==> config.mk <==
export PLATFORM = sky130hd
export DESIGN_NAME = stream_demux_rr
export DESIGN_NICKNAME = d
export VERILOG_FILES = /design/src/rtl/stream_demux_pkg.sv /design/src/rtl/demux_slot.sv /design/src/rtl/stream_demux_rr.sv
export SDC_FILE = /design/constraint.sdc
export NUM_CORES = 1
export LEC_CHECK = 0
export ABC_AREA = 0
export ABC_CLOCK_PERIOD_IN_PS = 1900
export CAP_MARGIN = 25
export CORE_MARGIN = 5
export CORE_UTILIZATION = 42
export CTS_CLUSTER_DIAMETER = 200
export CTS_CLUSTER_SIZE = 12
export DETAILED_ROUTE_END_ITERATION = 8
export GPL_ROUTABILITY_DRIVEN = 1
export PLACE_DENSITY = 0.75
export SKIP_LAST_GASP = 1
export SYNTH_ARGS = -nofsm -noshare
export SYNTH_HDL_FRONTEND = slang
export SYNTH_SLANG_ARGS = --single-unit
==> constraint.sdc <==
create_clock -name clk -period 1.9 [get_ports clk]
set_input_delay 0.285 -clock clk [delete_from_list [all_inputs] [get_ports clk]]
set_output_delay 0.285 -clock clk [all_outputs]
set_load 0.005 [all_outputs]
==> src/rtl/stream_demux_pkg.sv <==
// rtl/stream_demux_pkg.sv - shared constants and helpers for the round-robin stream demux
//
// Purpose: routing-mode encodings and the round-robin pointer step function.
// Ports:   none (package).

package stream_demux_pkg;

  localparam logic MODE_SEL = 1'b0;  // channel chosen by in_sel
  localparam logic MODE_RR  = 1'b1;  // channel chosen by the rotating pointer

  // Next round-robin pointer: increments and wraps at nch-1, so a
  // non-power-of-two channel count never points at a missing channel.
  function automatic int unsigned rr_next(input int unsigned ptr, input int unsigned nch);
    return (ptr == nch - 1) ? 0 : ptr + 1;
  endfunction

endpackage

==> src/rtl/demux_slot.sv <==
// rtl/demux_slot.sv - one-entry valid/data holding register for a single demux lane
//
// Purpose: holds at most one beat for one consumer lane.
// Ports:
//   clk        in   system clock
//   rst        in   synchronous active-high reset
//   load       in   capture load_data this edge (only asserted while free)
//   load_data  in   DW-bit payload to capture
//   out_ready  in   consumer accepts the held beat
//   out_valid  out  lane holds a beat
//   out_data   out  held payload, all-zero whenever out_valid is 0
//   free       out  slot can take a beat this cycle (empty or draining)

module demux_slot #(
  parameter int DW = 4
) (
  input  logic          clk,
  input  logic          rst,
  input  logic          load,
  input  logic [DW-1:0] load_data,
  input  logic          out_ready,
  output logic          out_valid,
  output logic [DW-1:0] out_data,
  output logic          free
);

  // A draining slot counts as free so it can be refilled on the same edge.
  assign free = !out_valid || out_ready;

  always_ff @(posedge clk) begin
    if (rst) begin
      out_valid <= 1'b0;
      out_data  <= '0;
    end else if (load) begin
      // A refill on the draining edge wins over the drain.
      out_valid <= 1'b1;
      out_data  <= load_data;
    end else if (out_valid && out_ready) begin
      // Lane data is zeroed whenever it is not valid.
      out_valid <= 1'b0;
      out_data  <= '0;
    end
  end

endmodule

==> src/rtl/stream_demux_rr.sv <==
// rtl/stream_demux_rr.sv - registered 1-to-NCH stream demux, select-directed or round-robin
//
// Purpose: routes each accepted input beat into one of NCH one-entry lane
//          registers, chosen by in_sel (mode 0) or a rotating pointer (mode 1).
// Ports:
//   clk        in   system clock
//   rst        in   synchronous active-high reset
//   mode       in   0 = use in_sel, 1 = round-robin
//   in_valid   in   producer has a beat
//   in_ready   out  beat accepted this cycle (combinational from out_ready/mode/in_sel)
//   in_data    in   DW-bit payload
//   in_sel     in   target lane in mode 0
//   out_valid  out  per-lane valid, NCH bits
//   out_ready  in   per-lane consumer ready, NCH bits
//   out_data   out  lane k at bits [k*DW +: DW]
//   err_sel    out  one-cycle pulse after an out-of-range in_sel beat was dropped

module stream_demux_rr
  import stream_demux_pkg::*;
#(
  parameter  int DW  = 4,
  parameter  int NCH = 8,
  localparam int SW  = $clog2(NCH)
) (
  input  logic              clk,
  input  logic              rst,
  input  logic              mode,
  input  logic              in_valid,
  output logic              in_ready,
  input  logic [DW-1:0]     in_data,
  input  logic [SW-1:0]     in_sel,
  output logic [NCH-1:0]    out_valid,
  input  logic [NCH-1:0]    out_ready,
  output logic [NCH*DW-1:0] out_data,
  output logic              err_sel
);

  logic [SW-1:0]  rr_ptr;
  logic [SW-1:0]  tgt;
  logic           tgt_ok;
  logic           tgt_free;
  logic           accept;
  logic           drop;
  logic [NCH-1:0] slot_free;
  logic [NCH-1:0] load;

  assign tgt    = (mode == MODE_RR) ? rr_ptr : in_sel;
  // Only reachable as false for non-power-of-two NCH in select mode.
  assign tgt_ok = (32'(tgt) < NCH);

  always_comb begin
    tgt_free = 1'b0;
    for (int k = 0; k < NCH; k++) begin
      if (tgt == SW'(k)) tgt_free = slot_free[k];
    end
  end

  // Out-of-range selects are always accepted so a bad in_sel cannot
  // wedge the producer; the beat is dropped and flagged on err_sel.
  always_comb begin
    if (rst)         in_ready = 1'b0;
    else if (tgt_ok) in_ready = tgt_free;
    else             in_ready = (mode == MODE_SEL);
  end

  assign accept = in_valid && in_ready;
  assign drop   = accept && !tgt_ok;

  always_comb begin
    load = '0;
    for (int k = 0; k < NCH; k++) begin
      load[k] = accept && (tgt == SW'(k));
    end
  end

  for (genvar k = 0; k < NCH; k++) begin : g_slot
    demux_slot #(.DW(DW)) u_slot (
      .clk       (clk),
      .rst       (rst),
      .load      (load[k]),
      .load_data (in_data),
      .out_ready (out_ready[k]),
      .out_valid (out_valid[k]),
      .out_data  (out_data[k*DW +: DW]),
      .free      (slot_free[k])
    );
  end

  // The pointer holds through select mode and mode changes; strict order,
  // so a busy target stalls the input rather than being skipped.
  always_ff @(posedge clk) begin
    if (rst) begin
      rr_ptr  <= '0;
      err_sel <= 1'b0;
    end else begin
      err_sel <= drop;
      if (accept && (mode == MODE_RR)) begin
        rr_ptr <= SW'(rr_next(32'(rr_ptr), NCH));
      end
    end
  end

endmodule

# After elaboration in Yosys (flattened, before gate mapping)
# Index checks and enable logic that the tools add are counted.
[classes]
n_addsub = 1
reduce_logical = 43
muxes = 43
n_eq_ne = 8
[ops]
columns = ["op", "count"]
rows = [
  ["4-bit 2-to-1 mux", 16],
  ["1-bit 2-to-1 mux", 25],
  ["1-bit logical AND", 18],
  ["2-bit nonzero test", 8],
  ["3-bit equality test (second input constant)", 5],
  ["1-bit logical NOT", 8],
  ["1-bit logical OR", 8],
  ["3-bit by 2-bit equality test with 1-bit output (second input constant)", 2],
  ["3-bit 2-to-1 mux", 2],
  ["3-bit by 1-bit adder with 3-bit output (second input constant)", 1],
  ["3-bit by 1-bit equality test with 1-bit output (second input constant)", 1],
  ["3-bit logical NOT", 1],
]
[totals]
output_inout_bits = 42
inputBits = 19
ff_bits = 43
word_cells = 112

# Depth between registers and ports, before layout
[logic_depth]
ltp_word = 14
mapped_depth = 6
ltp_nobuf = 5

# By module
# Synthesis repeated with hierarchy kept, for this count alone.
[unflattened]
cells_unflattened = 228
area_unflattened_um2 = 1879.3
[modules_own_cells]
columns = ["mod", "seq_area_each_um2", "instances", "cells_each", "area_per_inst_um2"]
rows = [
  ["demux_slot", 100.1, 8, 21, 173.9],
  ["stream_demux_rr", 60.1, 1, 60, 488.0],
]

# Least setup slack after synthesis
# No wires, ideal clock.
[synth_timing]
kind = "register to register"
from = "reg rr_ptr[1]"
to = "reg g_slot[7].u_slot.out_data[2]"
n_path_buf = 0
setup_time_ns = 0.129
stages_incl_launch_ff = 6
period_less_slack_ns = 1.862
arrival_time_ns = 1.734
required_ns = 1.771
slack_ns = 0.038
path_cell_list = "dfxtp_1 > and3b_4 > o211a_4 > a211o_1 > or3_4 > mux2i_1"
[synth_via]
elab_chain_cells = 14
word_cells_on_any_way = 22
cone_classes = "eq/ne (7); mux (11); reduce/logical (4)"
[synth_rtl]
columns = ["element", "line", "text"]
rows = [
  ["start: declaration", "stream_demux_rr.sv:38", "logic [SW-1:0] rr_ptr;"],
  ["start signal: assignment", "stream_demux_rr.sv:98", "rr_ptr <= SW'(rr_next(32'(rr_ptr), NCH));"],
  ["3-bit 2-to-1 mux (*)", "stream_demux_rr.sv:47", "assign tgt = (mode == MODE_RR) ? rr_ptr : in_sel;"],
  ["3-bit logical NOT", "stream_demux_rr.sv:54", "if (tgt == SW'(k)) tgt_free = slot_free[k];"],
  ["1-bit 2-to-1 mux (8 in a row)", "stream_demux_rr.sv:54", ""],
  ["1-bit 2-to-1 mux", "stream_demux_rr.sv:61", "if (rst) in_ready = 1'b0;"],
  ["1-bit logical AND", "stream_demux_rr.sv:66", "assign accept = in_valid && in_ready;"],
  ["1-bit logical AND (*)", "stream_demux_rr.sv:72", "load[k] = accept && (tgt == SW'(k));"],
  ["4-bit 2-to-1 mux / 2-bit nonzero test (equally long branches)", "n/a", ""],
  ["end signal: assignment", "demux_slot.sv:37", "out_data <= load_data;"],
  ["end: declaration", "demux_slot.sv:23", "output logic [DW-1:0] out_data,"],
]
# Every way passes the cells marked *; elsewhere a longest branch is shown, timed or not.
# A chain may end at the register's enable or synchronous reset.

# Worst setup path in the final report
[layout_timing]
from = "in mode"
to = "reg g_slot[7].u_slot.out_data[2]"
[layout_via]
elab_chain_cells = 14
word_cells_on_any_way = 22
cone_classes = "eq/ne (7); mux (11); reduce/logical (4)"
[layout_rtl]
columns = ["element", "line", "text"]
rows = [
  ["start: declaration", "stream_demux_rr.sv:27", "input logic mode,"],
  ["3-bit 2-to-1 mux (*)", "stream_demux_rr.sv:47", ""],
  ["3-bit logical NOT", "stream_demux_rr.sv:54", ""],
  ["1-bit 2-to-1 mux (8 in a row)", "stream_demux_rr.sv:54", ""],
  ["1-bit 2-to-1 mux", "stream_demux_rr.sv:61", ""],
  ["1-bit logical AND", "stream_demux_rr.sv:66", ""],
  ["1-bit logical AND (*)", "stream_demux_rr.sv:72", ""],
  ["4-bit 2-to-1 mux / 2-bit nonzero test (equally long branches)", "n/a", ""],
]
# Marks and branches as above.

==> qor.txt <==
Setup TNS -> -0.371 ns
Total gr overflow -> 0
Placer congestion estimate -> 0.875
Layout Area Growth over Synthesis -> 58.4%
Pwr Total -> 1940 uW
CTS root buffer -> clkbuf_8
Final Skew -> 0.0118 ns
Yosys warns -> 0
Tcrit/Tclk final -> 104%
Number of antenna violations at the first check in global routing -> 0
Final-layout fill cell count -> 397
Reg area -> 866 um2
Starting DRT DRC Count -> 72
Crit-path slowest cell -> or3_4
Fin. max-slew vios -> 0
RSZ-0062 raised after global routing -> true
Vias in the first global route -> 1903
Layout cell share with drive strength beyond 1 -> 30.4%
Max-cap violation count -> 0
Layout Cells excl Fill -> 373
Hold_buf cts -> 0
Syn Inst Count -> 211
Comb power frac -> 15.7%
Crit path buf inv count -> 3
Switch share -> 24.8%
Clock power share -> 37.0%
IO Pins -> 61
Worst setup EP type -> flip-flop
Required @ worst endpoint -> 2.09 ns
Final Hold Slack -> 0.460 ns
FF-to-FF setup slack -> -0.06 ns
Dpl hpwl -> 4220 um
DRT antenna net count -> 0
TritonCTS Buffers -> 5
Gr usage total -> 18.7%
Rows -> 25
Area of the multi-input gates -> 0.00124 mm2
CORE AREA -> 0.00475 mm2
Max IR drop VDD -> 0.463 mV
First-pass GRT wire length -> 9290 um
Crit path launch type -> input port
Largest net degree at the start of global routing -> 15
CP Data Arrival Time -> 2.16 ns
Critical path's top delay family -> compound AO/OA/AOI/OAI gates
Drt via density -> 5.17
DRC errors left -> 0
Violated checks -> negative setup slack
Die width -> 80.2 um
Status -> finished with violations
Syn_nets -> 232
Top cell type's share of synthesized area -> 41.6%
Final WL -> 5890 um
Yosys reg bits -> 43
Placed cells -> 364
TritonCTS clock tree -> yes
Net load switching power -> 482 uW
HP Class -> reg -> reg
Ranking of synthesized cells by area -> dfxtp_1 42%, mux2i_1 16%, nand2_1 6.0%
CTS Sinks -> 43
Final nets -> 326
Final setup viols -> 11
Register area share after synthesis -> 41.6%
First-pass DRT Iterations -> 4
Fin crit period -> 1.97 ns
CP max stage delay -> 0.39 ns
Die ar. -> 0.00643 mm2
Lkg Pwr -> 0.00139 uW
Max Clk Rate -> 0.508 GHz
Initial Util -> 43.6%
Share of total power in sequential cells -> 47.3%
P per Cell Area -> 593 mW/mm2
Post-synthesis cell type count -> 38
Post-synth top area cell -> dfxtp_1
Mapped cell area -> 0.00207 mm2
Hold Vio Cnt, Final -> 0
Crit Path Class -> in -> reg
Final Worst Setup Slack -> -0.0688 ns
Via count -> 1927
Crit-path cells -> clkdlybuf4s15_2 -> buf_6 -> and2b_4 -> a32o_1 -> a211o_1 -> buf_4 -> or3_4 -> mux2i_1
Mean Syn Cell Area -> 9.81 um2
H-Tree Level Count -> 2
I/O Buffers -> 59
Pint -> 1460 uW
Chip height -> 80.2 um
Worst-path clk slew -> 0.07 ns
Per-cell routed wire length -> 15.8 um
Latest clock arrival within the worst-skew pair -> 0.31 ns
Ant. Diodes -> 0
Clock Tree Buf Depth -> 2
Final Util -> 69.0%
Max FO, Critical Path -> 10
cells in the mapped netlist (all sizes together):
master	instances
dfxtp	43
mux2i	35
nand2	33
a21oi	15
buf	15
nand2b	11
nor2	9
a2111oi	5
o211ai	5
o21ai	5
mux2	4
nor2b	4
nor3	4
clkbuf	3
nor3b	3
and3b	2
ha	2
a211o	1
a211oi	1
a32o	1
a32oi	1
and2b	1
conb	1
nand4	1
o2111ai	1
o211a	1
o21ba	1
o221ai	1
o22ai	1
or3	1
cells by family after synthesis:
logic type | count (synthesis) | synth area share, %
mux | 39 | 19.5
compound gates | 39 | 14.4
flops | 43 | 41.6
buf+inv | 18 | 5.26
other cells | 1 | 0.181
fa+ha+maj | 2 | 1.21
simple gates | 69 | 17.9
stage by stage:
stage	cell area, um2	setup WS (ns)
3_5_place_dp	3010	-0.750
4_1_cts	3200	-0.0479
2_1_floorplan	2070	0.0377
3_3_place_gp	3010	-0.733
6_report	3280	-0.0688
5_1_grt	3280	-0.134
sequential cells by signal, summed over array words and instances (netlist names):
name and flops:
g_slot.u_slot.out_data 32, g_slot.u_slot.out_valid 8, rr_ptr 3
metal layers:
| metal | track usage, % | part of all wire [%] |
|---|---|---|
| met4 | 6.25 | 1.7 |
| met3 | 5.49 | 5.5 |
| met2 | 31.1 | 47 |
| met1 | 23.0 | 45 |
| met5 | 0 | 0 |
worst min-delay path, cell delays in order, from the launching register on:
cell and delay (ns):
dfxtp_1 0.31, nand2_1 0.05, mux2i_1 0.05
final cells by class:
class                   count  area share, %
clock buffers               5           2.10
well taps                  67           2.56
flip-flops and latches     43           26.4
multi-input cells         150           37.9
repair buffers            105           29.7
clock inverters             3           1.33
placed cells by master (no fill, tap or decap), drive strengths merged, types with 2 or more instances in the layout:
master	netlist	final
nor2	9	9
and3b	2	2
nor3b	3	3
ha	2	2
clkdlybuf4s50	0	54
clkinv	0	2
nand2b	11	11
nand2	33	33
o211ai	5	5
dlygate4sd2	0	3
dfxtp	43	43
a2111oi	5	5
o21ai	5	5
buf	15	47
a21oi	15	15
nor3	4	4
mux2i	35	35
clkbuf	3	5
nor2b	4	4
mux2	4	4
power groups by stage:
stage	combinational (uW)	sequential, uW	clock [uW]
after floorplan	120	942	0
after global placement	274	942	0
after detailed placement	276	942	0
after CTS	290	919	731
after global routing	324	922	767
final	306	920	719
path summary, 6_finish.rpt:
check                                            startpoint                                         to  depth (start not counted)
setup / recovery                                       mode  g_slot[7].u_slot.out_data[2]$_SDFFE_PP0P_                          8
hold / removal    g_slot[6].u_slot.out_data[3]$_SDFFE_PP0P_  g_slot[6].u_slot.out_data[3]$_SDFFE_PP0P_                          2
setup reg to reg                     rr_ptr[0]$_SDFFE_PP0P_  g_slot[7].u_slot.out_data[2]$_SDFFE_PP0P_                          6
hold reg to reg   g_slot[6].u_slot.out_data[3]$_SDFFE_PP0P_  g_slot[6].u_slot.out_data[3]$_SDFFE_PP0P_                          2
timing repair:
item | CTS | global route
hold endpoints to repair | 0 | 0
pin swaps | 3 | 1
buffers inserted | 1 | 0
gates resized for setup | 29 | 13
setup endpoints to repair | 44 | 43
Note: power is estimated with default switching activity, not from simulation.
